$ cat config.mk
export PLATFORM = sky130hd
export DESIGN_NAME = jpeg_rle_dezigzag
export DESIGN_NICKNAME = d
export VERILOG_FILES = /design/src/rtl/jpeg_pkg.sv /design/src/rtl/jpeg_amp_decode.sv /design/src/rtl/jpeg_rle_dezigzag.sv
export SDC_FILE = /design/constraint.sdc
export NUM_CORES = 1
export LEC_CHECK = 0
export ABC_AREA = 1
export ABC_CLOCK_PERIOD_IN_PS = 8400
export CAP_MARGIN = 5
export CORE_AREA = 10 10 258 260
export CTS_CLUSTER_DIAMETER = 50
export CTS_CLUSTER_SIZE = 40
export DETAILED_ROUTE_END_ITERATION = 8
export DIE_AREA = 0 0 268 270
export PLACE_DENSITY = 0.72
export SLEW_MARGIN = 20
export SYNTH_ARGS = -nofsm -noshare
export SYNTH_HDL_FRONTEND = slang
export SYNTH_SLANG_ARGS = --single-unit
export TNS_END_PERCENT = 1
$ cat constraint.sdc
create_clock -name clock -period 8.4 [get_ports clock]
set_clock_uncertainty 0.2 [all_clocks]
set_input_delay 1.68 -clock clock [delete_from_list [all_inputs] [get_ports clock]]
set_output_delay 1.68 -clock clock [all_outputs]
set_load 0.05 [all_outputs]
$ cat src/rtl/jpeg_pkg.sv
// Shared JPEG definitions: FSM states, special run/size symbols and the
// zigzag-to-natural coefficient order used by both encoder and decoder.
package jpeg_pkg;

  typedef enum logic [1:0] {
    S_DC  = 2'd0,
    S_AC  = 2'd1,
    S_OUT = 2'd2
  } state_e;

  localparam logic [3:0] EOB_RUN  = 4'd0;
  localparam logic [3:0] EOB_SIZE = 4'd0;
  localparam logic [3:0] ZRL_RUN  = 4'd15;
  localparam logic [3:0] ZRL_SIZE = 4'd0;
  localparam logic [3:0] MAX_SIZE = 4'd11;

  localparam logic [5:0] ZZ2NAT_LUT [64] = '{
    6'd0,  6'd1,  6'd8,  6'd16, 6'd9,  6'd2,  6'd3,  6'd10,
    6'd17, 6'd24, 6'd32, 6'd25, 6'd18, 6'd11, 6'd4,  6'd5,
    6'd12, 6'd19, 6'd26, 6'd33, 6'd40, 6'd48, 6'd41, 6'd34,
    6'd27, 6'd20, 6'd13, 6'd6,  6'd7,  6'd14, 6'd21, 6'd28,
    6'd35, 6'd42, 6'd49, 6'd56, 6'd57, 6'd50, 6'd43, 6'd36,
    6'd29, 6'd22, 6'd15, 6'd23, 6'd30, 6'd37, 6'd44, 6'd51,
    6'd58, 6'd59, 6'd52, 6'd45, 6'd38, 6'd31, 6'd39, 6'd46,
    6'd53, 6'd60, 6'd61, 6'd54, 6'd47, 6'd55, 6'd62, 6'd63
  };

  // Map a zigzag scan position to its row-major (row*8+col) index.
  function automatic logic [5:0] zz2nat(input logic [5:0] zz);
    return ZZ2NAT_LUT[zz];
  endfunction

endpackage

$ cat src/rtl/jpeg_amp_decode.sv
// Combinational JPEG amplitude decode: size category plus raw bits to a
// signed value, saturated for AC use and added to the DC predictor.
module jpeg_amp_decode #(
  parameter int DATA_WIDTH = 8
) (
  input  logic [3:0]            size,
  input  logic [10:0]           amp,
  input  logic [DATA_WIDTH-1:0] pred,
  output logic [DATA_WIDTH-1:0] ac_val,
  output logic [DATA_WIDTH-1:0] dc_val
);
  import jpeg_pkg::*;

  localparam int MAXV = (1 << (DATA_WIDTH - 1)) - 1;
  localparam logic signed [13:0] SAT_MAX = 14'(MAXV);
  localparam logic signed [13:0] SAT_MIN = 14'(-MAXV - 1);

  // Clamp a wide signed value into the coefficient range.
  function automatic logic [DATA_WIDTH-1:0] sat(input logic signed [13:0] x);
    logic signed [13:0] y;
    if (x > SAT_MAX) begin
      y = SAT_MAX;
    end else if (x < SAT_MIN) begin
      y = SAT_MIN;
    end else begin
      y = x;
    end
    return y[DATA_WIDTH-1:0];
  endfunction

  logic [11:0]        mask;
  logic [11:0]        low;
  logic [11:0]        msb_bits;
  logic signed [12:0] v;
  logic signed [13:0] sum;

  // Decode the amplitude: a clear top bit marks a negative value.
  always_comb begin
    mask     = (12'd1 << size) - 12'd1;
    low      = {1'b0, amp} & mask;
    msb_bits = {1'b0, amp} >> (size - 4'd1);
    if ((size == 4'd0) || (size > MAX_SIZE)) begin
      v = 13'sd0;
    end else if (msb_bits[0]) begin
      v = $signed({1'b0, low});
    end else begin
      v = $signed({1'b0, low}) - $signed({1'b0, mask});
    end
    sum    = 14'($signed(pred)) + 14'(v);
    ac_val = sat(14'(v));
    dc_val = sat(sum);
  end

endmodule

$ cat src/rtl/jpeg_rle_dezigzag.sv
// Decoder-side run-length expansion and de-zigzag: rebuilds an 8x8 block of
// quantized coefficients in row-major order from decoded DC/AC symbols.
module jpeg_rle_dezigzag #(
  parameter int DATA_WIDTH = 8,
  parameter int DEPTH      = 64
) (
  input  logic                          clock,
  input  logic                          reset,
  input  logic                          dc_pred_clear,
  input  logic                          sym_valid,
  output logic                          sym_ready,
  input  logic                          sym_is_dc,
  input  logic [3:0]                    sym_run,
  input  logic [3:0]                    sym_size,
  input  logic [10:0]                   sym_amp,
  output logic                          block_valid,
  input  logic                          block_ready,
  output logic [DEPTH*DATA_WIDTH-1:0]   block_out,
  output logic                          error
);
  import jpeg_pkg::*;

  state_e                state, state_next;
  logic [6:0]            pos, pos_next;
  logic [DATA_WIDTH-1:0] pred;
  logic [DATA_WIDTH-1:0] pred_in;
  logic [DATA_WIDTH-1:0] ac_val;
  logic [DATA_WIDTH-1:0] dc_val;
  logic                  accept;
  logic                  size_bad;
  logic                  err_next;
  logic                  coef_we;
  logic [5:0]            coef_idx;
  logic [DATA_WIDTH-1:0] coef_val;
  logic                  pred_we;
  logic                  clear_blk;
  logic [6:0]            zrl_pos;
  logic [6:0]            t_pos;

  // A restart clear takes effect before the DC symbol of the same cycle.
  assign pred_in   = dc_pred_clear ? '0 : pred;
  assign sym_ready = (state != S_OUT);
  assign block_valid = (state == S_OUT);
  assign accept    = sym_valid && sym_ready;
  assign size_bad  = (sym_size > MAX_SIZE);
  assign zrl_pos   = pos + 7'd16;
  assign t_pos     = pos + {3'd0, sym_run};

  jpeg_amp_decode #(.DATA_WIDTH(DATA_WIDTH)) u_amp (
    .size   (sym_size),
    .amp    (sym_amp),
    .pred   (pred_in),
    .ac_val (ac_val),
    .dc_val (dc_val)
  );

  // State register.
  always_ff @(posedge clock) begin
    if (reset) begin
      state <= S_DC;
    end else begin
      state <= state_next;
    end
  end

  // Next-state and symbol decisions.
  always_comb begin
    state_next = state;
    pos_next   = pos;
    err_next   = 1'b0;
    coef_we    = 1'b0;
    coef_idx   = 6'd0;
    coef_val   = '0;
    pred_we    = 1'b0;
    clear_blk  = 1'b0;
    case (state)
      S_DC: begin
        if (accept) begin
          if (size_bad || !sym_is_dc) begin
            err_next = 1'b1;
          end else begin
            coef_we    = 1'b1;
            coef_idx   = 6'd0;
            coef_val   = dc_val;
            pred_we    = 1'b1;
            pos_next   = 7'd1;
            state_next = S_AC;
          end
        end else begin
          state_next = S_DC;
        end
      end
      S_AC: begin
        if (accept) begin
          if (size_bad || sym_is_dc) begin
            err_next = 1'b1;
          end else if ((sym_run == EOB_RUN) && (sym_size == EOB_SIZE)) begin
            state_next = S_OUT;
          end else if ((sym_run == ZRL_RUN) && (sym_size == ZRL_SIZE)) begin
            pos_next = zrl_pos;
            if (zrl_pos > 7'd63) begin
              err_next   = 1'b1;
              state_next = S_OUT;
            end else begin
              state_next = S_AC;
            end
          end else if (t_pos > 7'd63) begin
            err_next   = 1'b1;
            state_next = S_OUT;
          end else begin
            coef_we  = 1'b1;
            coef_idx = zz2nat(t_pos[5:0]);
            coef_val = ac_val;
            pos_next = t_pos + 7'd1;
            if (t_pos == 7'd63) begin
              state_next = S_OUT;
            end else begin
              state_next = S_AC;
            end
          end
        end else begin
          state_next = S_AC;
        end
      end
      S_OUT: begin
        if (block_ready) begin
          clear_blk  = 1'b1;
          pos_next   = 7'd0;
          state_next = S_DC;
        end else begin
          state_next = S_OUT;
        end
      end
      default: begin
        state_next = S_DC;
        pos_next   = 7'd0;
      end
    endcase
  end

  // Scan position and error pulse.
  always_ff @(posedge clock) begin
    if (reset) begin
      pos   <= 7'd0;
      error <= 1'b0;
    end else begin
      pos   <= pos_next;
      error <= err_next;
    end
  end

  // DC predictor, survives block boundaries until cleared or reset.
  always_ff @(posedge clock) begin
    if (reset) begin
      pred <= '0;
    end else if (pred_we) begin
      pred <= dc_val;
    end else if (dc_pred_clear) begin
      pred <= '0;
    end else begin
      pred <= pred;
    end
  end

  // Coefficient buffer, row-major with index 0 in the top bits.
  always_ff @(posedge clock) begin
    if (reset) begin
      block_out <= '0;
    end else if (clear_blk) begin
      block_out <= '0;
    end else if (coef_we) begin
      block_out[(DEPTH - 1 - int'(coef_idx)) * DATA_WIDTH +: DATA_WIDTH] <= coef_val;
    end else begin
      block_out <= block_out;
    end
  end

endmodule

==> flow_metrics.py <==
metrics = {
    "logic_synthesis": {
        "avgSynthCellArea_um2": 7.233,
        "netlist_instances": 3186,
        "yosysMostFrequentCell": "dfxtp_1",
        "syn_nets": 3257,
        "synth.distinct_cells": 49,
        "ys_seq_area_frac": 0.4604,
        "ys.flop_type": "dfxtp_1",
        "synth_area_leaders": "dfxtp_1 46%, o21ai_0 9.5%, a21oi_1 9.4%, nand2_1 8.5%, nor2_1 6.5%",
        "synthArstFlopShare": 0,
        "synth_area_um2": 23040,
        "yosysTopAreaCellShare": 0.4604,
        "yosys.area.top_type": "dfxtp_1",
        "ys.warnings.count": 0,
        "ys_ff_latch": 530,
        "ys_top_cells_by_count": "530 x dfxtp_1, 520 x nand2_1, 436 x o21ai_0",
        "synth-edff-count": 0,
    },
    "drt": {
        "drcViolationCount": 0,
        "postRouteAntennaNets": 0,
        "viasPerCell": 5.271,
        "vias": 23910,
        "drt-total-wl_um": 97510,
        "drtIter0Drc": 2572,
        "wl_per_cell_um": 21.50,
        "first_pass_iters": 6,
    },
    "critical_path": {
        "cp_max_fo": 11,
        "worstSetupPathType": "in2reg",
        "worst_setup_path_end_kind": "flip-flop",
        "critPathArrivalTime_ns": 8.07,
        "cp-start-kind": "primary input",
        "crit_required_ns": 8.76,
    },
    "clock_network": {
        "clockBufferDepth": 3,
        "cts.clk_slew.worst_paths_ns": 0.07,
        "hold_buffers": 0,
        "clock_sinks": 530,
        "clock-root-buffer": "clkbuf_16",
        "cts_buffers": 52,
        "h-tree-depth": 2,
        "tritoncts": "yes",
        "clk_latency_ns": 0.59,
    },
    "finish": {
        "syn_to_final_growth_pct": 35.80,
        "num_antenna_cells": 0,
        "fin_nets": 3773,
        "final_area_um2": 31300,
        "fin_cells": 4535,
        "drive_above_1_share": 0.06756,
        "fill_cells": 5935,
        "seq_area_um2": 10610,
        "multi_input_area_um2": 10670,
    },
    "power": {
        "internal_power_mw": 4.109,
        "seqPwrFrac": 0.445,
        "p_comb_frac": 0.108,
        "cellLeakagePower_nw": 13.06,
        "max-vdd-ir-drop_uv": 163.1,
        "clockPowerShare": 0.448,
        "p_switching_mw": 1.590,
        "switching_share": 0.2790,
        "power_mw": 5.698,
        "power_density_nw_per_um2": 182.1,
    },
    "timing": {
        "slew-limit-headroom": 0.2831,
        "worst_slew_pin_slew_ns": 1.074,
        "maxClockFrequency_mhz": 129.7,
        "setup_viol": 0,
        "rsz0062_at_grt": "no",
        "worst_slack_ns": 0.6896,
        "hold_violations": 0,
        "finalSetupTns_ns": 0,
        "period_minus_slack_ns": 7.710,
        "slew_violations": 0,
        "finalCritPeriodShare": 0.9179,
    },
    "grt": {
        "grt_pass1_wl_um": 142300,
        "antenna_found_initial": 1,
        "grt_max_degree": 213,
        "grt_usage": 0.2552,
        "grt_pass1_vias": 21960,
        "grt_remaining_overflow": 0,
    },
    "placement": {
        "io_buffers": 539,
        "dp_slack_ns": -0.1183,
        "dp.cells": 4438,
        "gp_congestion": 0.9504,
        "dpl_cell_area_um2": 29390,
        "dp.final_hpwl_um": 73870,
    },
    "run_status": {
        "status": "completed",
    },
    "flow_run": {
        "maxCapViolations": 0,
    },
    "floorplan": {
        "die_y_um": 270,
        "initial_core_util": 0.3762,
        "row_count": 91,
        "die_x_um": 268,
        "ios": 540,
        "core_um2": 61260,
        "die_area_um2": 72360,
    },
    "min_path": {
        "min_path_type": "reg2reg",
    },
}
-- metrics by stage --
stage / hold slack [ns] / utilization
after floorplan: 0.2549 / -
after global placement: 0.2827 / 0.4798
after detailed placement: 0.2831 / 0.4798
after CTS: 0.2953 / 0.5108
after global routing: 0.3405 / 0.5109
final: 0.3023 / 0.5109
-- layout by cell type, fill, tap and decap left out, drive strengths merged, types with 3 or more instances in the layout --
cell             n
nand3b           4
inv            316
xnor2            8
or2              4
nand4           41
clkdlybuf4s50  539
nand2          529
bufinv           5
ha              44
clkbuf          58
a31oi            9
a21o             3
a21oi          435
dfxtp          530
buf             72
xor2            12
o211ai           7
o21ai          444
a211oi           4
clkinvlp         3
nand3          160
clkinv          23
nor2           434
nor3            43
o22ai            3
-- layer usage --
layer | up-vias | wire [um] | global-route usage
met4 | 0 | 4579 | 0.1117
met2 | 1061 | 43500 | 0.4048
met5 | - | 0 | 0
met3 | 202 | 8600 | 0.06408
li1 | 11560 | - | -
met1 | 11090 | 40830 | 0.3226
-- area by class of cell --
| class | instances | area share |
|---|---|---|
| multi-input cells | 2199 | 0.3410 |
| well taps | 790 | 0.03158 |
| repair buffers | 611 | 0.1905 |
| flip-flops and latches | 530 | 0.3390 |
| clock buffers | 58 | 0.04458 |
| inverters | 308 | 0.03718 |
| clock inverters | 39 | 0.01611 |
-- power groups by stage --
stage / logic [mW] / clock network (mW) / registers [mW]
4_1_cts: 0.601 / 2.58 / 2.53
3_3_place_gp: 0.603 / 0 / 2.59
3_5_place_dp: 0.598 / 0 / 2.59
5_1_grt: 0.671 / 2.69 / 2.53
2_1_floorplan: 0.374 / 0 / 2.61
6_report: 0.614 / 2.55 / 2.53
-- kinds of logic (layout without fill, tap and decap cells) --
logic type | Yosys count | count (layout) | share of synthesized area
adders and majority gates | 46 | 46 | 0.02563
buffers and inverters | 457 | 1016 | 0.07748
AOI/OAI and AO/OA | 914 | 914 | 0.2024
and+or+nand+nor | 1219 | 1219 | 0.2242
xor gates and xnor gates | 20 | 20 | 0.009882
DFF | 530 | 530 | 0.4604
-- worst max-delay path: stages --
cell and delay (ns):
clkdlybuf4s50_1 0.66, inv_1 0.20, ha_1 0.28, nand2_1 0.27
ha_1 0.30, or2_2 0.29, ha_1 0.28, nor2_1 0.04
nor3_1 0.34, inv_1 0.14, fa_1 0.48, o21ai_1 0.37
a21oi_1 0.17, o21ai_0 0.33, nand2_1 0.09, inv_1 0.06
nand3_1 0.11, nand3_1 0.09, nand2_1 0.05, nand2_1 0.08
nand3_1 0.29, nand3_1 0.36, nand3_1 0.21, nor2_1 0.31
buf_4 0.22, nand3_1 0.14, a21oi_1 0.20
-- registers in the layout (all words and copies together), names as in the netlist --
name       flops
error          1
pred           8
pos            7
state          2
block_out    512
-- timing repair --
| item | in CTS | in global routing |
|---|---|---|
| buffers inserted | 0 | 0 |
| endpoints found under the setup margin | 0 | 32 |
| resized for setup | 0 | 2 |
-- path summary, 6_finish.rpt --
kind	slack (ns)	cells after the start	startpoint	end
worst min register to register	0.30	2	pos[6]$_SDFFE_PP0P_	pos[6]$_SDFFE_PP0P_
worst max register to register	2.30	28	pos[0]$_SDFFE_PP0P_	block_out[52]$_SDFFE_PP0P_
worst max-delay path	0.69	27	sym_size[0]	block_out[478]$_SDFFE_PP0P_
worst min-delay path	0.30	2	pos[6]$_SDFFE_PP0P_	pos[6]$_SDFFE_PP0P_
No activity file was read; power rests on OpenSTA's default activity.
